### config.mk
export PLATFORM = sky130hd
export DESIGN_NAME = frame_capture_ctrl_flat
export DESIGN_NICKNAME = d
export VERILOG_FILES = /design/src/rtl/frame_capture_if.sv /design/src/rtl/frame_capture_ctrl.sv /design/src/flat_wrapper.sv
export SDC_FILE = /design/constraint.sdc
export NUM_CORES = 1
export LEC_CHECK = 0
export BUFFER_PORTS_ARGS = -buffer_cell sky130_fd_sc_hd__buf_2
export CORE_UTILIZATION = 26
export CTS_CLUSTER_DIAMETER = 80
export DETAILED_ROUTE_END_ITERATION = 8
export HOLD_SLACK_MARGIN = 0.12
export PLACE_DENSITY = 0.41
export SETUP_SLACK_MARGIN = 0.1
export SLEW_MARGIN = 10
export SYNTH_ARGS = -nofsm -noshare
export SYNTH_HDL_FRONTEND = slang
export SYNTH_SLANG_ARGS = --single-unit
export TNS_END_PERCENT = 10
### constraint.sdc
create_clock -name clk -period 4.06 [get_ports clk]
set_clock_uncertainty 0.15 [all_clocks]
set_input_delay 0.203 -clock clk [delete_from_list [all_inputs] [get_ports clk]]
set_output_delay 0.203 -clock clk [all_outputs]
set_load 0.02 [all_outputs]
### src/rtl/frame_capture_if.sv
// Frame capture control bundle: register-block controls, camera/DMA
// handshakes and the status readback returned to the APB3 path.
//   cam_dma_init_done        DMA configured; low aborts the controller
//   trigger_capture_frame    level; rising edge requests one frame
//   continuous_capture_frame level; high re-arms after every frame
//   cam_vsync                frame-start strobe, synchronous to clk
//   dma_frame_done           one-cycle pulse, DMA finished a frame
//   capture_en               gates pixel writes into the DMA FIFO
//   dma_start                one-cycle pulse, start DMA frame transfer
//   frames_per_second        completed frames in the last full window
//   capture_status           debug/status word
interface frame_capture_if;
  logic        cam_dma_init_done;
  logic        trigger_capture_frame;
  logic        continuous_capture_frame;
  logic        cam_vsync;
  logic        dma_frame_done;
  logic        capture_en;
  logic        dma_start;
  logic [31:0] frames_per_second;
  logic [31:0] capture_status;

  // Controller side
  modport master (
    input  cam_dma_init_done,
    input  trigger_capture_frame,
    input  continuous_capture_frame,
    input  cam_vsync,
    input  dma_frame_done,
    output capture_en,
    output dma_start,
    output frames_per_second,
    output capture_status
  );

  // Register block / camera / DMA side
  modport slave (
    output cam_dma_init_done,
    output trigger_capture_frame,
    output continuous_capture_frame,
    output cam_vsync,
    output dma_frame_done,
    input  capture_en,
    input  dma_start,
    input  frames_per_second,
    input  capture_status
  );
endinterface

### src/rtl/frame_capture_ctrl.sv
// Sequences camera frame capture into the camera DMA: aligns capture to
// vsync, issues one DMA start per frame, watches DMA completion with a
// timeout, measures frames per second and builds the status word.
//   clk     system clock
//   resetn  asynchronous, active-low reset
//   bus     frame_capture_if.master (controls in; capture_en, dma_start,
//           frames_per_second, capture_status out, all registered)
module frame_capture_ctrl #(
  parameter int unsigned CLK_FREQ_HZ    = 100000000,
  parameter int unsigned TIMEOUT_CYCLES = 16777215
) (
  input  logic            clk,
  input  logic            resetn,
  frame_capture_if.master bus
);

  localparam int unsigned CNT_W = 32;
  localparam int unsigned FT_W  = 16;

  typedef enum logic [1:0] {
    IDLE     = 2'd0,
    ARMED    = 2'd1,
    CAPTURE  = 2'd2,
    WAIT_DMA = 2'd3
  } state_t;

  state_t            state, state_nxt;
  logic              trig_q, vs_q;
  logic              trig_edge, vs_edge;
  logic              pending, timeout_err, done_early;
  logic [FT_W-1:0]   frame_total;
  logic [CNT_W-1:0]  tmo_cnt, win_cnt, win_frames, fps_q;
  logic [31:0]       status_q;
  logic              capture_en_q, dma_start_q;
  logic              complete, timeout_hit, arm_from_idle;

  assign trig_edge = bus.trigger_capture_frame & ~trig_q;
  assign vs_edge   = bus.cam_vsync & ~vs_q;

  // State register
  always_ff @(posedge clk or negedge resetn) begin
    if (!resetn) state <= IDLE;
    else         state <= state_nxt;
  end

  // Next state and per-cycle events
  always_comb begin
    state_nxt     = state;
    complete      = 1'b0;
    timeout_hit   = 1'b0;
    arm_from_idle = 1'b0;
    if (!bus.cam_dma_init_done) begin
      state_nxt = IDLE;
    end else begin
      case (state)
        IDLE: begin
          if (trig_edge | pending | bus.continuous_capture_frame) begin
            state_nxt     = ARMED;
            arm_from_idle = 1'b1;
          end
        end
        ARMED:   if (vs_edge) state_nxt = CAPTURE;
        CAPTURE: if (vs_edge) state_nxt = WAIT_DMA;
        WAIT_DMA: begin
          // A completion coincident with the timeout wins
          if (bus.dma_frame_done | done_early)
            complete = 1'b1;
          else if (tmo_cnt == CNT_W'(TIMEOUT_CYCLES))
            timeout_hit = 1'b1;
          if (complete | timeout_hit)
            state_nxt = bus.continuous_capture_frame ? ARMED : IDLE;
        end
        default: state_nxt = IDLE;
      endcase
    end
  end

  // Flags, counters and registered outputs
  always_ff @(posedge clk or negedge resetn) begin
    if (!resetn) begin
      trig_q       <= 1'b0;
      vs_q         <= 1'b0;
      pending      <= 1'b0;
      timeout_err  <= 1'b0;
      done_early   <= 1'b0;
      frame_total  <= '0;
      tmo_cnt      <= '0;
      win_cnt      <= '0;
      win_frames   <= '0;
      fps_q        <= '0;
      status_q     <= '0;
      capture_en_q <= 1'b0;
      dma_start_q  <= 1'b0;
    end else begin
      trig_q <= bus.trigger_capture_frame;
      vs_q   <= bus.cam_vsync;

      // One-deep request queue; consumed by any arming from IDLE
      if (!bus.cam_dma_init_done || arm_from_idle) pending <= 1'b0;
      else if (trig_edge && state != IDLE)          pending <= 1'b1;

      if (arm_from_idle && trig_edge) timeout_err <= 1'b0;
      else if (timeout_hit)           timeout_err <= 1'b1;

      if (!bus.cam_dma_init_done)                           done_early <= 1'b0;
      else if (state == CAPTURE && bus.dma_frame_done)      done_early <= 1'b1;
      else if (state == WAIT_DMA && state_nxt != WAIT_DMA)  done_early <= 1'b0;

      frame_total <= frame_total + FT_W'(complete);

      // Cleared outside WAIT_DMA so every entry starts from zero
      tmo_cnt <= (state == WAIT_DMA) ? tmo_cnt + CNT_W'(1) : '0;

      // Free-running FPS window; a completion on the wrap cycle still counts
      if (win_cnt == CNT_W'(CLK_FREQ_HZ - 1)) begin
        win_cnt    <= '0;
        fps_q      <= win_frames + CNT_W'(complete);
        win_frames <= '0;
      end else begin
        win_cnt    <= win_cnt + CNT_W'(1);
        win_frames <= win_frames + CNT_W'(complete);
      end

      // Registered from next state so they line up with state == CAPTURE
      capture_en_q <= (state_nxt == CAPTURE);
      dma_start_q  <= (state_nxt == CAPTURE) && (state != CAPTURE);

      status_q <= {frame_total, 10'd0, bus.cam_dma_init_done, done_early,
                   timeout_err, pending, state};
    end
  end

  assign bus.capture_en        = capture_en_q;
  assign bus.dma_start         = dma_start_q;
  assign bus.frames_per_second = fps_q;
  assign bus.capture_status    = status_q;

endmodule

### src/flat_wrapper.sv
// flat-port wrapper written by rule: the top's interface ports become plain ports
module frame_capture_ctrl_flat 
#(
  parameter int unsigned CLK_FREQ_HZ    = 100000000,
  parameter int unsigned TIMEOUT_CYCLES = 16777215
)
  (clk, resetn, bus_cam_dma_init_done, bus_trigger_capture_frame, bus_continuous_capture_frame, bus_cam_vsync, bus_dma_frame_done, bus_capture_en, bus_dma_start, bus_frames_per_second, bus_capture_status);
  frame_capture_if bus_i ();
  input  logic clk;
  input  logic resetn;
  input wire logic [$bits(bus_i.cam_dma_init_done)-1:0] bus_cam_dma_init_done;
  input wire logic [$bits(bus_i.trigger_capture_frame)-1:0] bus_trigger_capture_frame;
  input wire logic [$bits(bus_i.continuous_capture_frame)-1:0] bus_continuous_capture_frame;
  input wire logic [$bits(bus_i.cam_vsync)-1:0] bus_cam_vsync;
  input wire logic [$bits(bus_i.dma_frame_done)-1:0] bus_dma_frame_done;
  output wire logic [$bits(bus_i.capture_en)-1:0] bus_capture_en;
  output wire logic [$bits(bus_i.dma_start)-1:0] bus_dma_start;
  output wire logic [$bits(bus_i.frames_per_second)-1:0] bus_frames_per_second;
  output wire logic [$bits(bus_i.capture_status)-1:0] bus_capture_status;
  assign bus_i.cam_dma_init_done = bus_cam_dma_init_done;
  assign bus_i.trigger_capture_frame = bus_trigger_capture_frame;
  assign bus_i.continuous_capture_frame = bus_continuous_capture_frame;
  assign bus_i.cam_vsync = bus_cam_vsync;
  assign bus_i.dma_frame_done = bus_dma_frame_done;
  assign bus_capture_en = bus_i.capture_en;
  assign bus_dma_start = bus_i.dma_start;
  assign bus_frames_per_second = bus_i.frames_per_second;
  assign bus_capture_status = bus_i.capture_status;
  frame_capture_ctrl #(.CLK_FREQ_HZ(CLK_FREQ_HZ), .TIMEOUT_CYCLES(TIMEOUT_CYCLES)) u_core (.clk(clk), .resetn(resetn), .bus(bus_i));
endmodule
==> summary.txt <==
Outcome
  – Status: complete, no violations

Detailed routing
  – Detail-routed via count per cell: 4.83
  – Final WL: roughly 19000 µm
  – Count of nets left with antenna violations after detail routing: 0
  – Iter 0 DRT Violations: around 280
  – First drt pass iteration count: 5
  – Number of design rule violations left after detail routing: 0
  – Average wire per cell in the routed design: roughly 15 µm
  – Number of vias after detailed routing: around 5900

Floorplan
  – Chip height: approximately 180 µm
  – I/O pin total: 73
  – Initial standard-cell utilization of the core: a little over a quarter
  – Die X: ~180 µm
  – Die Area: between 30000 and 40000 µm²
  – Placement row count: 63
  – CORE AREA: between 20000 and 30000 µm²

STA
  – Slew headroom: a little over a third
  – Part of the cycle the worst path needs: between 80% and 90%
  – Final min period: about 3.4 ns
  – Accumulated negative setup slack: 0 ns
  – Number of endpoints with negative hold slack in the final report: 0
  – Maximum clock frequency: slightly below 300 MHz
  – Max-slew violation count: 0
  – RSZ-0062 raised after global routing: false
  – Transition time at the pin with the least slew margin: roughly 0.95 ns
  – Count of endpoints failing setup in the final report: 0

Worst setup path
  – Cell at the slowest stage of the critical path: or4_1
  – Cells on worst reg2reg path: 9
  – Buffering stage count on the worst path with inverters included: 0
  – Chain of cells forming the critical path: and2_1 -> nand2_1 -> nor2_1 -> ha_1 -> ha_1 -> nand3_1 -> or4_1 -> or4_1 -> a31oi_1
  – Endpoint arrival time on the critical path: 3.56 ns
  – End of the worst register-to-register path: u_core.bus.frames_per_second[30]
  – Reg2Reg Launch Point: u_core.state[0]
  – Startpoint type of the worst setup path: flop
  – Crit-path max cell delay: approximately 0.8 ns
  – Crit path capture type: flop
  – Type of the worst setup path: flop to flop
  – Critical path peak fanout: 15
  – Category of cells accounting for the largest share of critical-path delay: simple AND/OR/NAND/NOR gates
  – Register-to-Register Setup Slack: slightly above 0.7 ns
  – Required time at the worst-slack endpoint: approximately 4.3 ns

Power
  – Relative contribution of the clock network to total power: between 40 and 50%
  – Fraction of power spent switching nets: 24.3%
  – Internal power component: 2.66 mW
  – Share of power burned in registers: about half
  – Leakage power of the design: between 3 and 4 nW
  – Pwr dens: 379 nW/µm²
  – Comb power frac: 3.4%
  – Switching pwr: 0.853 mW
  – Worst supply voltage drop on vdd: between 200 and 300 µV

Global routing
  – Antenna violations before repair: 0
  – Final global-route overflow total: 0
  – Largest net degree at the start of global routing: 70
  – Via count of the first global-routing pass: between 5000 and 6000
  – Global-route usage over all layers: 12.8%
  – Wire length of the first global-routing pass: about 32000 µm

Clocking
  – Clock edge transition at the registers on the reported setup and hold paths: around 0.080 ns
  – H-tree lvl count: 4
  – Number of sinks handled by clock tree synthesis: roughly 180
  – Post-CTS setup-driven buffer insertion count: 0
  – Maximum number of buffers from clock root to sink: 2
  – Clock tree from TritonCTS: built
  – Clock root cell: clkbuf_16
  – Number of buffers added by the clock tree synthesis step: 17
  – Clock latency on the worst-skew pair: approximately 0.43 ns

Synth
  – Post-synth top area share: 55.3%
  – Count of different cell masters after synthesis: 48
  – Synth Flop Type: dfrtp_1
  – Warnings from Yosys: 0
  – Share of synthesized registers carrying an async set or reset: 100%
  – Gate count of the mapped netlist: about 750
  – Post-synthesis sequential element count: between 150 and 200
  – Synth Cell Area: around 7900 µm²
  – Post-synthesis area per instance: between 10 and 15 µm²
  – Cell type with the highest aggregate area in the netlist: dfrtp_1
  – EDFF count, synth: 0
  – Portion of the post-synthesis area used by sequential elements: between 50 and 60%
  – Main area contributors after synthesis: dfrtp_1 55%, a31oi_1 4.0%, xnor2_1 3.7%

Finish
  – Top library cells by usage in the layout, fill and taps aside: 175 x dfrtp_1, 61 x buf_2, 51 x nor2_1
  – Count of antenna diodes in the layout: 0
  – Fraction of layout instances using a drive strength above 1: 14.4%
  – Utilization after layout: between 30% and 40%
  – Commonest non-fill, non-tap cell in the layout: dfrtp_1
  – Layout Nets: ~830
  – Area Growth Syn to Fin: 16.9%
  – Post-route cell area: 9250 µm²

Place
  – Area after DPL: 8640 µm²
  – Last weighted congestion value of the routability-driven placer: 0.735
  – PortBufs: 62
  – Estimated wirelength of the detail-placed design: 12100 µm

Flow run
  – Number of max-cap violations: 0

Min path
  – Classification of the worst-slack hold path: input pin to asynchronous set/reset pin
## cell type report
cell class / count / area, µm²
clock inverter: 13 / 129
tap: 390 / 488
inverter: 16 / 60.1
clock buffer: 18 / 429
timing repair buffer: 78 / 467
sequential: 175 / 4380
multi-input combinational: 528 / 3300
fill: 3116 / 20500
## metrics by stage
stage | power, mW | instances | worst slack [ns] | hold WS, ns
2_1_floorplan | 1.87 | 763 | 0.862 | -0.243
3_3_place_gp | 1.94 | 1181 | 0.718 | 0.105
3_5_place_dp | 1.94 | 1181 | 0.661 | 0.106
4_1_cts | 3.59 | 1218 | 0.662 | 0.204
5_1_grt | 3.67 | 1218 | 0.390 | 0.227
6_report | 3.51 | 1218 | 0.707 | 0.180
## worst max path at each step
stage / start / to / slack [ns] / cells past startpoint
final: u_core.state[0] / u_core.bus.frames_per_second[30] / 0.71 / 9
after global routing: u_core.state[0] / u_core.bus.frames_per_second[30] / 0.39 / 9
after CTS: u_core.state[0] / u_core.bus.frames_per_second[30] / 0.66 / 9
after detailed placement: u_core.state[0] / u_core.bus.frames_per_second[30] / 0.66 / 9
after global placement: u_core.state[0] / u_core.bus.frames_per_second[30] / 0.72 / 9
after floorplan: u_core.state[1] / u_core.bus.frames_per_second[26] / 0.86 / 11
## what timing repair did
action                                 4_1_cts  5_1_grt
resized for setup                            0        0
endpoints found under the hold margin       76        0
hold buffers                                 6        0
## cell usage after synthesis, drive strengths merged (16+ instances only)
cell / n
buf: 19
nand3: 43
dfrtp: 175
a21oi: 51
or4: 28
nor2: 51
nor4: 20
or3: 18
nand2: 48
clkbuf: 25
xor2: 24
nand4: 24
o21ai: 19
inv: 16
o31ai: 22
xnor2: 33
a31oi: 50
## registers in the layout (all words and copies together), names as in the netlist, 2 cells and up
| signal | cells |
|---|---|
| u_core.bus.frames_per_second | 32 |
| u_core.tmo_cnt | 32 |
| u_core.win_cnt | 32 |
| u_core.win_frames | 32 |
| u_core.bus.capture_status | 22 |
| u_core.frame_total | 16 |
| u_core.state | 2 |
## worst reg2reg max path: stages, from the launching register on
cell and delay (ns):
dfrtp_1 0.35, and2_1 0.29, nand2_1 0.09, nor2_1 0.19, ha_1 0.24, ha_1 0.21, nand3_1 0.18, or4_1 0.80
or4_1 0.61, a31oi_1 0.18
## routing by layer
layer  up-vias  GRT usage [%]  wire length [µm]
li1       2892              -                 -
met1      2890           17.5              9250
met2        89           20.5              8810
met3        13           2.63               525
met4         0           3.66               187
met5         -              0                 0
## cell families after synthesis
kind of cell	share of synthesized area, %
AND/OR/NAND/NOR	20.8
flip-flops	55.3
AO/OA/AOI/OAI	11.9
buffers and inverters	3.54
XOR/XNOR	6.31
multiplexers	1.07
adder cells (fa/ha/maj)	0.948
other	0.0474
## power by group through the flow
| stage | combinational, mW | clock, mW | sequential (mW) |
|---|---|---|---|
| detailed placement | 0.122 | 0 | 1.81 |
| global route | 0.138 | 1.75 | 1.78 |
| CTS | 0.127 | 1.68 | 1.78 |
| global placement | 0.123 | 0 | 1.81 |
| floorplan | 0.0464 | 0 | 1.82 |
| finish | 0.120 | 1.61 | 1.78 |
No activity file was read; power rests on OpenSTA's default activity.
